--- src/rtl/nt_stim_pkg.sv ---
`default_nettype none
// +----------------------------------------------------------------------------+
// | Module : nt_stim_pkg                                                       |
// | Brief  : Shared types and constants for the Nt subcircuit stimulus driver. |
// | Rev    : 1.0                                                               |
// +----------------------------------------------------------------------------+
package nt_stim_pkg;

    typedef enum logic [1:0] {
        IDLE  = 2'd0,
        DRIVE = 2'd1,
        DRAIN = 2'd2,
        DONE  = 2'd3
    } state_t;

    localparam logic [15:0] c_lfsr_poly = 16'hB400;
    localparam logic [15:0] c_misr_poly = 16'h1021;
    // An all-zero LFSR would lock up, so a zero seed is replaced by this value.
    localparam int          c_seed_sub  = 1;

endpackage
`default_nettype wire

--- src/rtl/nt_misr.sv ---
`default_nettype none
// +----------------------------------------------------------------------------+
// | Module : nt_misr                                                           |
// | Brief  : Left-shifting single-input signature register for response data.  |
// | Rev    : 1.0                                                               |
// +----------------------------------------------------------------------------+
module nt_misr
    import nt_stim_pkg::*;
#(
    parameter int                MISR_W    = 16,
    parameter logic [MISR_W-1:0] MISR_POLY = c_misr_poly
) (
    input  logic              clk,
    input  logic              rst,
    input  logic              clr,
    input  logic              en,
    input  logic              din,
    output logic [MISR_W-1:0] sig
);

    logic [MISR_W-1:0] r_sig;

    always_ff @(posedge clk) begin
        if (rst || clr) begin
            r_sig <= '0;
        end else if (en) begin
            r_sig <= (r_sig << 1) ^ (r_sig[MISR_W-1] ? MISR_POLY : '0) ^ MISR_W'(din);
        end
    end

    assign sig = r_sig;

endmodule
`default_nettype wire

--- src/rtl/nt_subckt_stim_driver.sv ---
`default_nettype none
// +----------------------------------------------------------------------------+
// | Module : nt_subckt_stim_driver                                             |
// | Brief  : LFSR pattern source and MISR response compactor for a subcircuit. |
// | Rev    : 1.0                                                               |
// +----------------------------------------------------------------------------+
module nt_subckt_stim_driver
    import nt_stim_pkg::*;
#(
    parameter int                N_IN      = 9,
    parameter int                LFSR_W    = 16,
    parameter logic [LFSR_W-1:0] LFSR_POLY = c_lfsr_poly,
    parameter int                MISR_W    = 16,
    parameter logic [MISR_W-1:0] MISR_POLY = c_misr_poly,
    parameter int                CNT_W     = 10,
    parameter int                RESP_LAT  = 1
) (
    input  logic              I1470,
    input  logic              I1477,
    input  logic              start,
    input  logic [LFSR_W-1:0] seed,
    input  logic [CNT_W-1:0]  pat_count,
    output logic [N_IN-1:0]   stim_out,
    output logic              stim_valid,
    input  logic              resp_in,
    output logic              busy,
    output logic              done,
    output logic [MISR_W-1:0] signature
);

    localparam int               DW          = (RESP_LAT > 1) ? $clog2(RESP_LAT) : 1;
    localparam logic [CNT_W-1:0] c_cnt_one   = CNT_W'(1);
    localparam logic [DW-1:0]    c_drain_one = DW'(1);

    state_t              r_state;
    logic [LFSR_W-1:0]   r_lfsr;
    logic [CNT_W-1:0]    r_remaining;
    logic [DW-1:0]       r_drain;
    logic [RESP_LAT-1:0] r_pipe;
    logic [N_IN-1:0]     r_stim_out;
    logic                r_stim_valid;
    logic                r_busy;
    logic                r_done;

    logic [LFSR_W-1:0]   w_seed;
    logic                w_accept;

    function automatic logic [LFSR_W-1:0] f_lfsr_step(input logic [LFSR_W-1:0] v);
        return (v >> 1) ^ (v[0] ? LFSR_POLY : '0);
    endfunction

    assign w_seed   = (seed == '0) ? LFSR_W'(c_seed_sub) : seed;
    assign w_accept = (r_state == IDLE) && start;

    // r_lfsr always holds the vector to be issued next; the first vector is
    // taken straight from the seed so stim_out can stay registered.
    always_ff @(posedge I1470) begin
        if (I1477) begin
            r_state      <= IDLE;
            r_lfsr       <= LFSR_W'(c_seed_sub);
            r_remaining  <= '0;
            r_drain      <= '0;
            r_stim_out   <= '0;
            r_stim_valid <= 1'b0;
            r_busy       <= 1'b0;
            r_done       <= 1'b0;
        end else begin
            case (r_state)
                IDLE: begin
                    if (start) begin
                        r_busy <= 1'b1;
                        if (pat_count == '0) begin
                            r_state <= DONE;
                            r_done  <= 1'b1;
                        end else begin
                            r_state      <= DRIVE;
                            r_stim_valid <= 1'b1;
                            r_stim_out   <= w_seed[N_IN-1:0];
                            r_lfsr       <= f_lfsr_step(w_seed);
                            r_remaining  <= pat_count - c_cnt_one;
                        end
                    end
                end
                DRIVE: begin
                    if (r_remaining != '0) begin
                        r_stim_out  <= r_lfsr[N_IN-1:0];
                        r_lfsr      <= f_lfsr_step(r_lfsr);
                        r_remaining <= r_remaining - c_cnt_one;
                    end else begin
                        r_stim_valid <= 1'b0;
                        r_stim_out   <= '0;
                        r_drain      <= DW'(RESP_LAT - 1);
                        r_state      <= DRAIN;
                    end
                end
                DRAIN: begin
                    // Wait out the response latency of the final vector.
                    if (r_drain == '0) begin
                        r_state <= DONE;
                        r_done  <= 1'b1;
                    end else begin
                        r_drain <= r_drain - c_drain_one;
                    end
                end
                DONE: begin
                    r_done  <= 1'b0;
                    r_busy  <= 1'b0;
                    r_state <= IDLE;
                end
                default: r_state <= IDLE;
            endcase
        end
    end

    // Oldest bit marks the cycle whose resp_in belongs to a driven vector.
    always_ff @(posedge I1470) begin
        if (I1477) begin
            r_pipe <= '0;
        end else begin
            r_pipe <= RESP_LAT'({r_pipe, r_stim_valid});
        end
    end

    nt_misr #(
        .MISR_W    (MISR_W),
        .MISR_POLY (MISR_POLY)
    ) u_misr (
        .clk (I1470),
        .rst (I1477),
        .clr (w_accept),
        .en  (r_pipe[RESP_LAT-1]),
        .din (resp_in),
        .sig (signature)
    );

    assign stim_out   = r_stim_out;
    assign stim_valid = r_stim_valid;
    assign busy       = r_busy;
    assign done       = r_done;

endmodule
`default_nettype wire

--- config.mk ---
export PLATFORM = sky130hd
export DESIGN_NAME = nt_subckt_stim_driver
export DESIGN_NICKNAME = d
export VERILOG_FILES = /design/src/rtl/nt_stim_pkg.sv /design/src/rtl/nt_misr.sv /design/src/rtl/nt_subckt_stim_driver.sv
export SDC_FILE = /design/constraint.sdc
export NUM_CORES = 1
export LEC_CHECK = 0
export ABC_AREA = 1
export ABC_CLOCK_PERIOD_IN_PS = 1700
export CAP_MARGIN = 30
export CORE_ASPECT_RATIO = 0.7
export CORE_MARGIN = 1.5
export CORE_UTILIZATION = 44
export DETAILED_ROUTE_END_ITERATION = 10
export HOLD_SLACK_MARGIN = 0.03
export PLACE_DENSITY = 0.71
export SKIP_CTS_REPAIR_TIMING = 1
export SYNTH_ARGS = -nofsm -noshare
export SYNTH_HDL_FRONTEND = slang
export SYNTH_HIERARCHICAL = 1
export SYNTH_SLANG_ARGS = --single-unit
--- constraint.sdc ---
create_clock -name I1470 -period 1.7 [get_ports I1470]
set_input_delay 0.255 -clock I1470 [delete_from_list [all_inputs] [get_ports I1470]]
set_output_delay 0.255 -clock I1470 [all_outputs]
set_load 0.005 [all_outputs]
==> results of run 1 <==
-- flip-flops by register name (all words and copies together), names as in the netlist --
| name | cells |
|---|---|
| r_remaining | 10 |
| stim_out | 9 |
| u_misr/sig | 16 |
| done | 1 |
| r_pipe | 1 |
| r_state | 2 |
| r_lfsr | 16 |
| busy | 1 |
| stim_valid | 1 |
-- worst min path at each step --
| stage | end | start | cells after the start | slack (ns) |
|---|---|---|---|---|
| after floorplan | r_lfsr[3] | I1477 | 1 | 0.32 |
| after global placement | r_pipe | stim_valid | 2 | 0.43 |
| after detailed placement | r_pipe | stim_valid | 2 | 0.43 |
| after CTS | r_pipe | stim_valid | 2 | 0.44 |
| after global routing | r_pipe | stim_valid | 2 | 0.46 |
| final | r_pipe | stim_valid | 2 | 0.44 |
-- layout make-up --
class / count / area share [%]
clock inverters: 6 / 1.85
inverters: 64 / 5.57
well taps: 94 / 2.63
multi-input cells: 368 / 39.4
repair buffers: 100 / 22.1
clock buffers: 10 / 2.86
flip-flops and latches: 57 / 25.6
-- power by group through the flow --
stage | combinational (uW) | sequential [uW] | clock, uW
after floorplan | 2700 | 1990 | 0
after global routing | 5040 | 2050 | 1450
after detailed placement | 4100 | 2010 | 0
after global placement | 4020 | 2000 | 0
final | 4530 | 2000 | 1360
after CTS | 4140 | 1980 | 1400
-- routing by layer --
| layer | wire, microns | vias to the layer above |
|---|---|---|
| li1 | - | 1753 |
| met3 | 496 | 7 |
| met1 | 4350 | 1479 |
| met4 | 59 | 0 |
| met2 | 3750 | 92 |
| met5 | 0 | - |
-- per-stage QoR --
stage	setup TNS [ns]	worst slack [ns]	cell area, sq um
final	-0.0178	-0.00929	4470
after global routing	-0.698	-0.0858	4470
after CTS	-0.287	-0.0690	4330
after detailed placement	-1.81	-0.132	4120
after global placement	-0.933	-0.119	4120
after floorplan	0	0.0123	3220
-- cell usage after synthesis (4+ instances only) --
cell type / instances
nand3_1: 16
ha_1: 5
buf_2: 5
inv_1: 62
nor2_1: 83
nand2_1: 180
a21oi_2: 11
dfxtp_1: 57
buf_6: 5
xor2_1: 4
nand4_1: 4
a21oi_1: 22
o21ai_0: 27
buf_4: 4
-- tightest hold or removal path, delay by kind of cell, from the launching register on --
family / cells / cell delay (ns)
flip-flops: 1 / 0.32
AND/OR/NAND/NOR: 1 / 0.03
buffers and inverters: 1 / 0.05
-- logic make-up after synthesis --
family / count (synthesis)
and+or+nand+nor: 289
buffers and inverters: 83
AOI/OAI and AO/OA: 69
DFF: 57
xor gates and xnor gates: 5
adders and majority gates: 5
==> impl_results.md, run 1 <==
- Antenna viol nets, final: 0
- Most used cell along the critical path: nand2_1
- Commonest cells after routing, fill and taps aside: nand2_1 (170), nor2_1 (80), inv_1 (57), clkdlybuf4s50_1 (57), dfxtp_1 (55)
- Cell chain of the critical path: inv_2 > ha_4 > buf_8 > o21ai_0 > nand2_4 > nor2_2 > nand2_1 > nand2_1 > nand2_1 > nor2_1 > nor2_1
- Multi-input logic area: 1760 sq um
- Met1 Track Usage GR: 31.4%
- Hold Slack: 0.436 ns
- WP depth: 11
- Fraction of layout cells with a size suffix above 1: 17.2%
- Nets@finish: 635
- First-pass GRT wire length: 13.5 mm
- Yosys top cell by area: dfxtp_1
- Net Sw Frac: 41.8%
- Starting DRT DRC Count: 211
- Clk sinks: 57
- Clock power frac: 17.3%
- Remaining DRCs: 0
- Ports: 58
- Top delay family on crit path: simple AND/OR/NAND/NOR gates
- Non-Filler Instances: 699
- HPWL after DPL: 6.19 mm
- Leak: 0.00203 uW
- R2R Setup Slk: -0.009 ns
- Vias in the first global route: 2,928
- Share of synthesized flip-flops with an asynchronous set or reset: 0%
- Total wire length: 8.65 mm
- Share of the yosys chip area belonging to registers: 35.7%
- Core ar.: 6880 sq um
- Xor and xnor area share after synthesis: 1.37%
- Row cnt: 25
- Startpoint types: flop
- Setup violations, final: 3
- Fmax: 585 MHz
- Yosys top cell area share: 35.7%
- CTS tree: yes
- Ys flop type: dfxtp_1
- Post-Syn Instances: 508
- Crit-path slowest cell: o21ai_0
- Worst EP arrival: 1.95 ns
- Tot Pwr: 7900 uW
- Post-synth EDFFs: 0
- Mapped cell area: 3200 sq um
- Post-Synth Adder-Cell Area: 1.96%
- Clk buf depth: 2
- Syn. warnings: 6
- Final Max Tran Viols: 0
- Final Critical Period: 1.71 ns
- Bufs and invs on worst path: 2
- Vias after detailed routing: 3,331
- Hold Vio Cnt, Final: 0
- Overall Global Routing Usage: 22.2%
- Pwr Density: 1770 nW/um^2
- Yosys cell types: 29
- P_sw: 3300 uW
- Logic pwr share: 57.4%
- GRT busiest layer: met2
- Post-route clock skew: 0.00662 ns
- Synth area leaders: dfxtp_1 (36%), nand2_1 (21%), nor2_1 (9.7%), inv_1 (7.3%), o21ai_0 (4.2%)
- Post-DR wirelength/cell: 12.4 microns
- Port-buffer cells: 57
- Crit path capture: r_remaining[5]
- FF-to-FF path depth: 11
- Clock transition at path regs: 0.07 ns
- Final worst setup slack: -0.00929 ns
- Area Overhead vs Synth: 39.7%
- Commonest non-fill, non-tap cell in the layout: nand2_1
- Failing checks: negative setup slack
- Mux contribution to synthesized area: 0%
- CTS Buf Count: 9
- Die Y: 74.3 microns
- Setup CP Type: flop to flop
- Crit path required time: 1.94 ns
- Filler cell count: 631
- Reg area: 1140 sq um
- Met3 usage: 5.96%
- Fraction of the mapped netlist area in compound gates: 12.7%
- Initial antenna violation count: 0
- Peak supply drop: 0.000893 V
- Sequential share of power: 25.4%
- Largest family of logic cells by synthesized area: simple AND/OR/NAND/NOR gates
- Met2 Track Usage GR: 33.4%
- Via density: 4.77
- Int Pwr: 4600 uW
- Worst skew pair latency: 0.34 ns
- Synth Area in Simple Gates: 36.1%
- Hold Crit Class: flop to flop
- RSZ-0062 raised after global routing: yes
- Worst Max-Slew Pin Slew: 0.392 ns
- Placed instance count: 681
- Largest net degree at the start of global routing: 28
- GRT Residual Overflow: 0
- CTS H-tree lvls: 3
- Reg2reg end: r_remaining[5]
- Period utilization: 101%
- Root Driver: clkbuf_8
- Post-Syn Nets: 543
- Post-synthesis register bit count: 57
- Max FO, Critical Path: 18
- DRT Pass-1 Iters: 5
- Status: complete, but fails checks
- Worst reg2reg path startpoint: r_state[1]
- Number of antenna diodes: 0
- Setup crit end kind: flop
- Worst path max stage delay: 0.35 ns
- Initial core utilization: 46.5%
- Die footprint: 7800 sq um
- Max Cap Violations: 0
- Setup crit start: r_state[1]
- Die width: 105 microns
- GP Congestion: 0.901
- Utilization after layout: 64.9%
- Syn Area/Cell: 6.30 sq um
- Rel. slew slack: 73.6%
No activity file was read; power rests on OpenSTA's default activity.
==> run 2: changes to the inputs <==
- CAP_MARGIN: 30 -> 20
==> results of run 2 <==
No change in the layout: final DEF, timing and power equal those of run 1.
